## src/rtl/riscv_ctrl_pkg.sv

```systemverilog
// riscv_ctrl_pkg: shared states, instruction classes and encodings for the multicycle controller
package riscv_ctrl_pkg;
    typedef enum logic [2:0] {FETCH, DECODE, EXEC, MEM, WB, TRAP} state_t;
    typedef enum logic [1:0] {CL_R, CL_I, CL_LOAD, CL_STORE} iclass_t;
    localparam logic [6:0] OP_R     = 7'b0110011;
    localparam logic [6:0] OP_I     = 7'b0010011;
    localparam logic [6:0] OP_LOAD  = 7'b0000011;
    localparam logic [6:0] OP_STORE = 7'b0100011;
    localparam logic [1:0] ALU_ADD = 2'b00;
    localparam logic [1:0] ALU_R   = 2'b10;
    localparam logic [1:0] ALU_I   = 2'b11;
    localparam logic [1:0] TC_NONE     = 2'b00;
    localparam logic [1:0] TC_ILLEGAL  = 2'b01;
    localparam logic [1:0] TC_FETCH_TO = 2'b10;
    localparam logic [1:0] TC_DATA_TO  = 2'b11;
    function automatic logic [1:0] alu_op_of(iclass_t c);
        return c == CL_R ? ALU_R : c == CL_I ? ALU_I : ALU_ADD;
    endfunction
endpackage

```

## src/rtl/multicycle_controller_if.sv

```systemverilog
// multicycle_controller_if: controller to datapath/memory strobe bundle
interface multicycle_controller_if;
    logic [6:0]  opcode;
    logic        mem_ready;
    logic        inst_req;
    logic        ir_write;
    logic        pc_write;
    logic        reg_write;
    logic        alu_src;
    logic        mem_read;
    logic        mem_write;
    logic        mem2reg;
    logic [1:0]  alu_op;
    logic        trap;
    logic [1:0]  trap_cause;
    logic [31:0] instret;
    modport master (
        input  opcode, mem_ready,
        output inst_req, ir_write, pc_write, reg_write, alu_src, mem_read, mem_write,
               mem2reg, alu_op, trap, trap_cause, instret
    );
    modport slave (
        output opcode, mem_ready,
        input  inst_req, ir_write, pc_write, reg_write, alu_src, mem_read, mem_write,
               mem2reg, alu_op, trap, trap_cause, instret
    );
endinterface

```

## src/rtl/multicycle_controller_mem_wait_timer.sv

```systemverilog
// mem_wait_timer: wait-cycle counter shared by FETCH and MEM; expired marks the last allowed cycle
module mem_wait_timer #(
    parameter int unsigned TIMEOUT_CYCLES = 16
) (
    input  logic clk,
    input  logic reset,
    input  logic clr,
    input  logic en,
    output logic expired
);
    logic [7:0] cnt;
    always_ff @(posedge clk)
        cnt <= (reset || clr) ? '0 : en ? cnt + 8'd1 : cnt;
    // expired in the TIMEOUT_CYCLES-th waiting cycle; a ready in that same cycle still wins
    assign expired = cnt == 8'(TIMEOUT_CYCLES - 1);
endmodule

```

## src/rtl/multicycle_controller.sv

```systemverilog
// multicycle_controller: FETCH/DECODE/EXEC/MEM/WB sequencer with ready handshake, timeout and illegal-opcode trap
module multicycle_controller
    import riscv_ctrl_pkg::*;
#(
    parameter int unsigned TIMEOUT_CYCLES = 16
) (
    input logic clk,
    input logic reset,
    multicycle_controller_if.master bus
);
    state_t      state, state_n;
    iclass_t     cls, cls_n;
    logic [1:0]  cause, cause_n;
    logic [31:0] instret;
    logic        waiting, expired, retire, run, in_alu;
    assign waiting = state == FETCH || state == MEM;
    mem_wait_timer #(.TIMEOUT_CYCLES(TIMEOUT_CYCLES)) u_timer (
        .clk     (clk),
        .reset   (reset),
        .clr     (!waiting || bus.mem_ready),
        .en      (waiting),
        .expired (expired)
    );
    always_ff @(posedge clk) begin
        if (reset) begin
            state   <= FETCH;
            cls     <= CL_R;
            cause   <= TC_NONE;
            instret <= '0;
        end else begin
            state   <= state_n;
            cls     <= cls_n;
            cause   <= cause_n;
            instret <= instret + 32'(retire);
        end
    end
    always_comb begin
        state_n = state;
        cls_n   = cls;
        cause_n = cause;
        retire  = 1'b0;
        case (state)
            FETCH: begin
                state_n = bus.mem_ready ? DECODE : expired ? TRAP : FETCH;
                cause_n = (!bus.mem_ready && expired) ? TC_FETCH_TO : cause;
            end
            DECODE: begin
                state_n = EXEC;
                case (bus.opcode)
                    OP_R:     cls_n = CL_R;
                    OP_I:     cls_n = CL_I;
                    OP_LOAD:  cls_n = CL_LOAD;
                    OP_STORE: cls_n = CL_STORE;
                    default: begin
                        state_n = TRAP;
                        cause_n = TC_ILLEGAL;
                    end
                endcase
            end
            EXEC: state_n = (cls == CL_LOAD || cls == CL_STORE) ? MEM : WB;
            MEM: begin
                state_n = bus.mem_ready ? (cls == CL_LOAD ? WB : FETCH) : expired ? TRAP : MEM;
                cause_n = (!bus.mem_ready && expired) ? TC_DATA_TO : cause;
                retire  = bus.mem_ready && cls == CL_STORE;
            end
            WB: begin
                state_n = FETCH;
                retire  = 1'b1;
            end
            default: state_n = TRAP;
        endcase
    end
    // every strobe is forced low while reset is held, whatever the state register says
    assign run            = !reset;
    assign in_alu         = state == EXEC || state == MEM || state == WB;
    assign bus.inst_req   = run && state == FETCH;
    assign bus.ir_write   = run && state == FETCH && bus.mem_ready;
    assign bus.pc_write   = run && (state == WB || (state == MEM && cls == CL_STORE && bus.mem_ready));
    assign bus.reg_write  = run && state == WB;
    assign bus.alu_src    = run && in_alu && cls != CL_R;
    assign bus.alu_op     = (run && in_alu) ? alu_op_of(cls) : ALU_ADD;
    assign bus.mem_read   = run && state == MEM && cls == CL_LOAD;
    assign bus.mem_write  = run && state == MEM && cls == CL_STORE;
    assign bus.mem2reg    = run && state == WB && cls == CL_LOAD;
    assign bus.trap       = run && state == TRAP;
    assign bus.trap_cause = run ? cause : TC_NONE;
    assign bus.instret    = instret;
endmodule

```

## src/flat_wrapper.sv

```systemverilog
// flat-port wrapper written by rule: the top's interface ports become plain ports
module multicycle_controller_flat import riscv_ctrl_pkg::*;
#(
    parameter int unsigned TIMEOUT_CYCLES = 16
)
  (clk, reset, bus_opcode, bus_mem_ready, bus_inst_req, bus_ir_write, bus_pc_write, bus_reg_write, bus_alu_src, bus_mem_read, bus_mem_write, bus_mem2reg, bus_alu_op, bus_trap, bus_trap_cause, bus_instret);
  multicycle_controller_if bus_i ();
  input logic clk;
  input logic reset;
  input wire logic [$bits(bus_i.opcode)-1:0] bus_opcode;
  input wire logic [$bits(bus_i.mem_ready)-1:0] bus_mem_ready;
  output wire logic [$bits(bus_i.inst_req)-1:0] bus_inst_req;
  output wire logic [$bits(bus_i.ir_write)-1:0] bus_ir_write;
  output wire logic [$bits(bus_i.pc_write)-1:0] bus_pc_write;
  output wire logic [$bits(bus_i.reg_write)-1:0] bus_reg_write;
  output wire logic [$bits(bus_i.alu_src)-1:0] bus_alu_src;
  output wire logic [$bits(bus_i.mem_read)-1:0] bus_mem_read;
  output wire logic [$bits(bus_i.mem_write)-1:0] bus_mem_write;
  output wire logic [$bits(bus_i.mem2reg)-1:0] bus_mem2reg;
  output wire logic [$bits(bus_i.alu_op)-1:0] bus_alu_op;
  output wire logic [$bits(bus_i.trap)-1:0] bus_trap;
  output wire logic [$bits(bus_i.trap_cause)-1:0] bus_trap_cause;
  output wire logic [$bits(bus_i.instret)-1:0] bus_instret;
  assign bus_i.opcode = bus_opcode;
  assign bus_i.mem_ready = bus_mem_ready;
  assign bus_inst_req = bus_i.inst_req;
  assign bus_ir_write = bus_i.ir_write;
  assign bus_pc_write = bus_i.pc_write;
  assign bus_reg_write = bus_i.reg_write;
  assign bus_alu_src = bus_i.alu_src;
  assign bus_mem_read = bus_i.mem_read;
  assign bus_mem_write = bus_i.mem_write;
  assign bus_mem2reg = bus_i.mem2reg;
  assign bus_alu_op = bus_i.alu_op;
  assign bus_trap = bus_i.trap;
  assign bus_trap_cause = bus_i.trap_cause;
  assign bus_instret = bus_i.instret;
  multicycle_controller #(.TIMEOUT_CYCLES(TIMEOUT_CYCLES)) u_core (.clk(clk), .reset(reset), .bus(bus_i));
endmodule
```

## config.mk

```make
export PLATFORM = sky130hd
export DESIGN_NAME = multicycle_controller_flat
export DESIGN_NICKNAME = d
export VERILOG_FILES = /design/src/rtl/riscv_ctrl_pkg.sv /design/src/rtl/multicycle_controller_if.sv /design/src/rtl/multicycle_controller_mem_wait_timer.sv /design/src/rtl/multicycle_controller.sv /design/src/flat_wrapper.sv
export SDC_FILE = /design/constraint.sdc
export NUM_CORES = 1
export LEC_CHECK = 0
export ABC_CLOCK_PERIOD_IN_PS = 9250
export BUFFER_PORTS_ARGS = -buffer_cell sky130_fd_sc_hd__buf_4
export CORE_ASPECT_RATIO = 1.2
export CORE_MARGIN = 1
export CORE_UTILIZATION = 40
export DETAILED_ROUTE_END_ITERATION = 6
export PLACE_DENSITY = 0.73
export SETUP_SLACK_MARGIN = 0.02
export SYNTH_ARGS = -nofsm -noshare
export SYNTH_HDL_FRONTEND = slang
export SYNTH_SLANG_ARGS = --single-unit
```

## constraint.sdc

```tcl
create_clock -name clk -period 9.25 [get_ports clk]
set_clock_uncertainty 0.2 [all_clocks]
set_input_delay 0.925 -clock clk [delete_from_list [all_inputs] [get_ports clk]]
set_output_delay 0.925 -clock clk [all_outputs]
set_load 0.01 [all_outputs]
```

Word level (Yosys, flattened, before mapping)
Cells that the tools add are included.
W data, S select, Z words.
{ "op_classes": {"shift": 0, "add_sub_neg": 2, "n_reduce_logical": 33, "n_lt_le_gt_ge": 0, "n_eq_ne": 16, "muxes": 18, "n_bitwise": 0, "n_div": 0, "mul": 0} }
{ "ops": {"columns": ["operator", "count"], "rows": [
  ["$add A32 B1 Y32", 1],
  ["$mux W3", 7],
  ["$logic_and A1 B1 Y1", 15],
  ["$pmux W3 S5", 1],
  ["$eq A7 B6 Y1 const B", 2],
  ["$mux W2", 7],
  ["$add A8 B1 Y8 const B", 1],
  ["$eq A8 B4 Y1 const B", 1],
  ["$pmux W2 S4", 1],
  ["$eq A7 B2 Y1 const B", 1],
  ["$eq A7 B5 Y1 const B", 1],
  ["$logic_or A1 B1 Y1", 7],
  ["$eq A3 B2 Y1 const B", 2],
  ["$eq A3 B3 Y1 const B", 2],
  ["$ne A2 B2 Y1 const B", 3],
  ["$pmux W2 S3", 1],
  ["$eq A2 B2 Y1 const B", 2],
  ["$reduce_and A4 Y1", 1],
  ["$reduce_bool A4 Y1", 1],
  ["$reduce_or A4 Y1", 1],
  ["$eq A3 B1 Y1 const B", 1],
  ["$logic_not A1 Y1", 3],
  ["$logic_not A3 Y1", 1],
  ["$reduce_bool A3 Y1", 1],
  ["5 further kinds", 5]
]} }
{ "totals": {"word_cells": 74, "n_memories": 0, "reg_bits": 47, "mem_bits_rw": 0, "latchBits": 0, "in_bits": 10, "mem_bits_ro": 0} }

Depth between registers and ports, before layout
{ "logic_depth": {"ltp_word": 5, "ltp_mapped": 11, "depth_no_buf": 9} }

Hierarchy
Synthesis repeated with hierarchy kept, for this count alone.
{ "hier_totals": {"cells_unflattened": 292, "area_unflattened_um2": 2427.3} }
{ "modules_own_cells": {"columns": ["mod", "seq_area_each_um2", "n_inst", "area_per_inst_um2", "cells_per_inst"], "rows": [
  ["multicycle_controller", 780.7, 1, 2069.5, 252],
  ["mem_wait_timer", 160.2, 1, 357.8, 40]
]} }

Worst setup path after synthesis
Ideal clock, no wire load.
{ "synth_path": {"path_type": "input port to flip-flop", "start": "input bus_mem_ready", "end": "register u_core.instret[28] (netlist: u_core.bus.instret[28])", "t_arrival_ns": 2.957, "setup_ns": 0.071, "required_ns": 8.979, "cell_stages": 9, "path_buffers": 1, "path_slack_ns": 6.023, "path_cell_list": "nand2_1 o31ai_1 ha_1 ha_1 nand3_2 or4_4 buf_6 or3_1 a21oi_1"} }
{ "synth_via": {"elab_chain_len": 3} }
{ "synth_rtl": {"columns": ["element", "line_no", "rtl"], "rows": [
  ["start: declaration", "flat_wrapper.sv:11", "input wire logic [$bits(bus_i.mem_ready)-1:0] bus_mem_ready;"],
  ["$logic_and A1 B1 Y1", "multicycle_controller.sv:64", "retire = bus.mem_ready && cls == CL_STORE;"],
  ["$pmux W1 S2", "multicycle_controller.sv:42", "case (state)"],
  ["$add A32 B1 Y32", "multicycle_controller.sv:34", "instret <= instret + 32'(retire);"],
  ["end signal: assignment", "multicycle_controller.sv:34", null],
  ["end: declaration", "multicycle_controller.sv:14", "logic [31:0] instret;"]
]} }
No other way between the ends.
A chain may end at the register's enable or synchronous reset.

Worst setup path after layout
{ "layout_path": {"start": "register u_core.state[0]", "end": "register u_core.instret[26] (netlist: u_core.bus.instret[26])"} }
{ "layout_via": {"elab_chain_len": 3, "word_cells_on_any_way": 4, "cone_classes": "add/sub: 1; eq/ne: 2; mux: 1"} }
{ "layout_rtl": {"columns": ["element", "line_no", "rtl"], "rows": [
  ["start: declaration", "multicycle_controller.sv:11", "state_t state, state_n;"],
  ["start signal: assignment", "multicycle_controller.sv:31", "state <= state_n;"],
  ["$eq A3 B3 Y1 / $eq A3 B2 Y1 (equally long branches)", "multicycle_controller.sv:42", null],
  ["$pmux W1 S2 (*)", "multicycle_controller.sv:42", null],
  ["$add A32 B1 Y32 (*)", "multicycle_controller.sv:34", null]
]} }
Mark *: on every way between the ends. The rest lies on a longest branch, timed or not.

==> out/metrics.cfg <==
[run_status]
status=complete, no violations

[global_routing]
grt_pass1_vias=2018
track_usage_pct=18.0
grt_overflow=0
grt_start_max_net_pins=51
grt_pass1_wl_mm=9.03
antenna_found_initial=0

[finish]
n_antenna_cell=0
final_cell_mix=54 x buf_4, 47 x dfxtp_1, 27 x nor2_1, 22 x a21oi_1, 20 x nand2_1
fill_cells=533
area_delta_synth_final_pct=22.6
fin_nets=340
final_common_cell=buf_4
drive_above_1_share_pct=22.0
final_area_mm2=0.00288
fin_util_pct=50.8

[synthesis]
ys.flop_type=dfxtp_1
synth_edf_count=0
avgSynthCellArea_um2=8.42
syn-num-nets=292
yosysSeqAreaShare_pct=40.0
syn_area_mm2=0.00235
synthCells=279
synth_cell_types=43
async_flop_share_pct=0
yosysWarnings=0
synth_seq_cells=47

[setup_path]
timing.critical_path.buf_inv=0
end_kind=flop
cp_max_fo=15
critPathRequiredTime_ns=9.28
worstReg2RegEnd=u_core.bus.instret[26]
arrival_ns=3.55
crit_family=simple AND/OR/NAND/NOR gates
timing.rr.start=u_core.state[0]
cpMostUsedCell=ha_1
rr_worst_depth=9
critPathKind=flop to flop
cp_slowest_cell=or4_4
cp_slowest_stage_delay_ns=0.67
r2r_setup_slack_ns=5.73
start_kind=flop
path_cells=and2_1 -> nand2_1 -> o31ai_1 -> ha_1 -> ha_1 -> nand3_2 -> or4_4 -> or4_1 -> a21oi_1

[routing]
avgViaCountPerCell=5.46
drt-initial-drc-count=112
ant_nets=0
first_pass_iters=4
routed-via-count=2227
wirelength_mm=5.30
drc=0
wire_per_inst_um=13.0

[hold_path]
hold_class=flop to flop
holdPathEnd=u_core.u_timer.cnt[0]
hp-start=u_core.u_timer.cnt[0]
holdPathStages=1

[die]
die_w_um=72.0
start_util_pct=41.5
die_area_mm2=0.00619
coreArea_mm2=0.00567
chipHeight_um=86.0
ios=55
num_rows=30

[clock_tree]
tritoncts=yes
postCtsSetupRepairBufs=0
cts_buffers=5
htree_levels=2
hold_buffers=0
cts.sinks=47
root_buffer=clkbuf_8
path_clk_slew_ns=0.09
clock_latency_ns=0.30
cts_max_path_buffers=2
cts_resized=0

[power]
vdd_drop_max_mv=0.0618
powerDensity_mw_per_mm2=126
clock_power_share_pct=33.1
leakagePower_nw=1.02
p_sw_w=0.0000928
swShare_pct=25.4
intPower_w=0.000272
power_w=0.000364
combPwrFrac_pct=8.7
seq_power_share_pct=58.2

[placement]
gp_congestion=0.801
dpl-instance-area_mm2=0.00280
dp_hpwl_mm=3.71
io_buffers=54

[sta]
fin_crit_ns=3.52
slew_headroom_pct=42.1
worst_pin_slew_ns=0.857
fin_tns_setup_ns=0
max_freq_mhz=284
setup_viol=0
maxSlewViolCount=0
whs_ns=0.273
hold_viol=0
period_share_pct=38.0
rsz0062_at_grt=no

[run]
cap_violations=0

[logic make-up after synthesis]
logic type / synth area share (%)
fa+ha+maj: 1.60
flops: 40.0
compound gates: 15.4
buf+inv: 3.73
simple gates: 32.1
xor+xnor: 7.08
[final cells by class]
| cell class | count | area [µm²] | share of cell area (%) |
|---|---|---|---|
| multi-input combinational | 211 | 1320 | 45.9 |
| sequential | 47 | 941 | 32.7 |
| timing repair buffer | 54 | 405 | 14.1 |
| tap | 80 | 100 | 3.47 |
| clock buffer | 5 | 68.8 | 2.39 |
| inverter | 8 | 30.0 | 1.04 |
| clock inverter | 3 | 15.0 | 0.521 |
[power by group through the flow]
stage	sequential, W	combinational, W	clock, W
floorplan	0.000212	0.0000238	0
global placement	0.000217	0.0000317	0
global route	0.000213	0.0000353	0.000133
detailed placement	0.000217	0.0000318	0
finish	0.000212	0.0000318	0.000120
CTS	0.000212	0.0000321	0.000125
[through the flow]
stage               setup WS, ns  instances
floorplan                   6.02        279
CTS                         5.74        408
global placement            5.75        400
detailed placement          5.61        400
global route                5.43        408
finish                      5.73        408
[routing by layer]
layer	vias to the layer above	GRT usage, %	routed length, µm
met2	45	30.2	2570
met4	0	4.81	55
met3	6	3.76	176
met5	-	0	0
li1	1121	-	-
met1	1055	23.3	2500
[registers in the layout (all words and copies together), names as in the netlist]
register	count
u_core.bus.instret	32
u_core.u_timer.cnt	8
u_core.state	3
u_core.cause	2
u_core.cls	2
[Yosys cell counts (4+ instances only)]
cell type	n	area (µm²)
a21oi_1	22	110
and4_1	4	35.0
clkbuf_1	8	30.0
dfxtp_1	47	941
inv_1	8	30.0
nand2_1	20	75.1
nand3_1	12	60.1
nand4_1	7	43.8
nor2_1	27	101
nor2b_1	7	43.8
nor3_1	6	30.0
nor4_1	8	50.1
o21ai_0	8	40.0
o31ai_1	12	90.1
or3_1	8	50.1
or4_1	13	97.6
xnor2_1	12	105
xor2_1	7	61.3
[how the worst max path moves through the flow]
| stage | startpoint | end | slack, ns | cells past startpoint |
|---|---|---|---|---|
| finish | u_core.state[0] | u_core.bus.instret[26] | 5.73 | 9 |
| global route | u_core.state[0] | u_core.bus.instret[22] | 5.43 | 9 |
| CTS | u_core.state[0] | u_core.bus.instret[26] | 5.74 | 9 |
| detailed placement | bus_mem_ready | u_core.bus.instret[26] | 5.61 | 9 |
| global placement | bus_mem_ready | u_core.bus.instret[20] | 5.75 | 9 |
| floorplan | bus_mem_ready | u_core.bus.instret[28] | 6.02 | 9 |
Power figures use the tool's default switching activity.
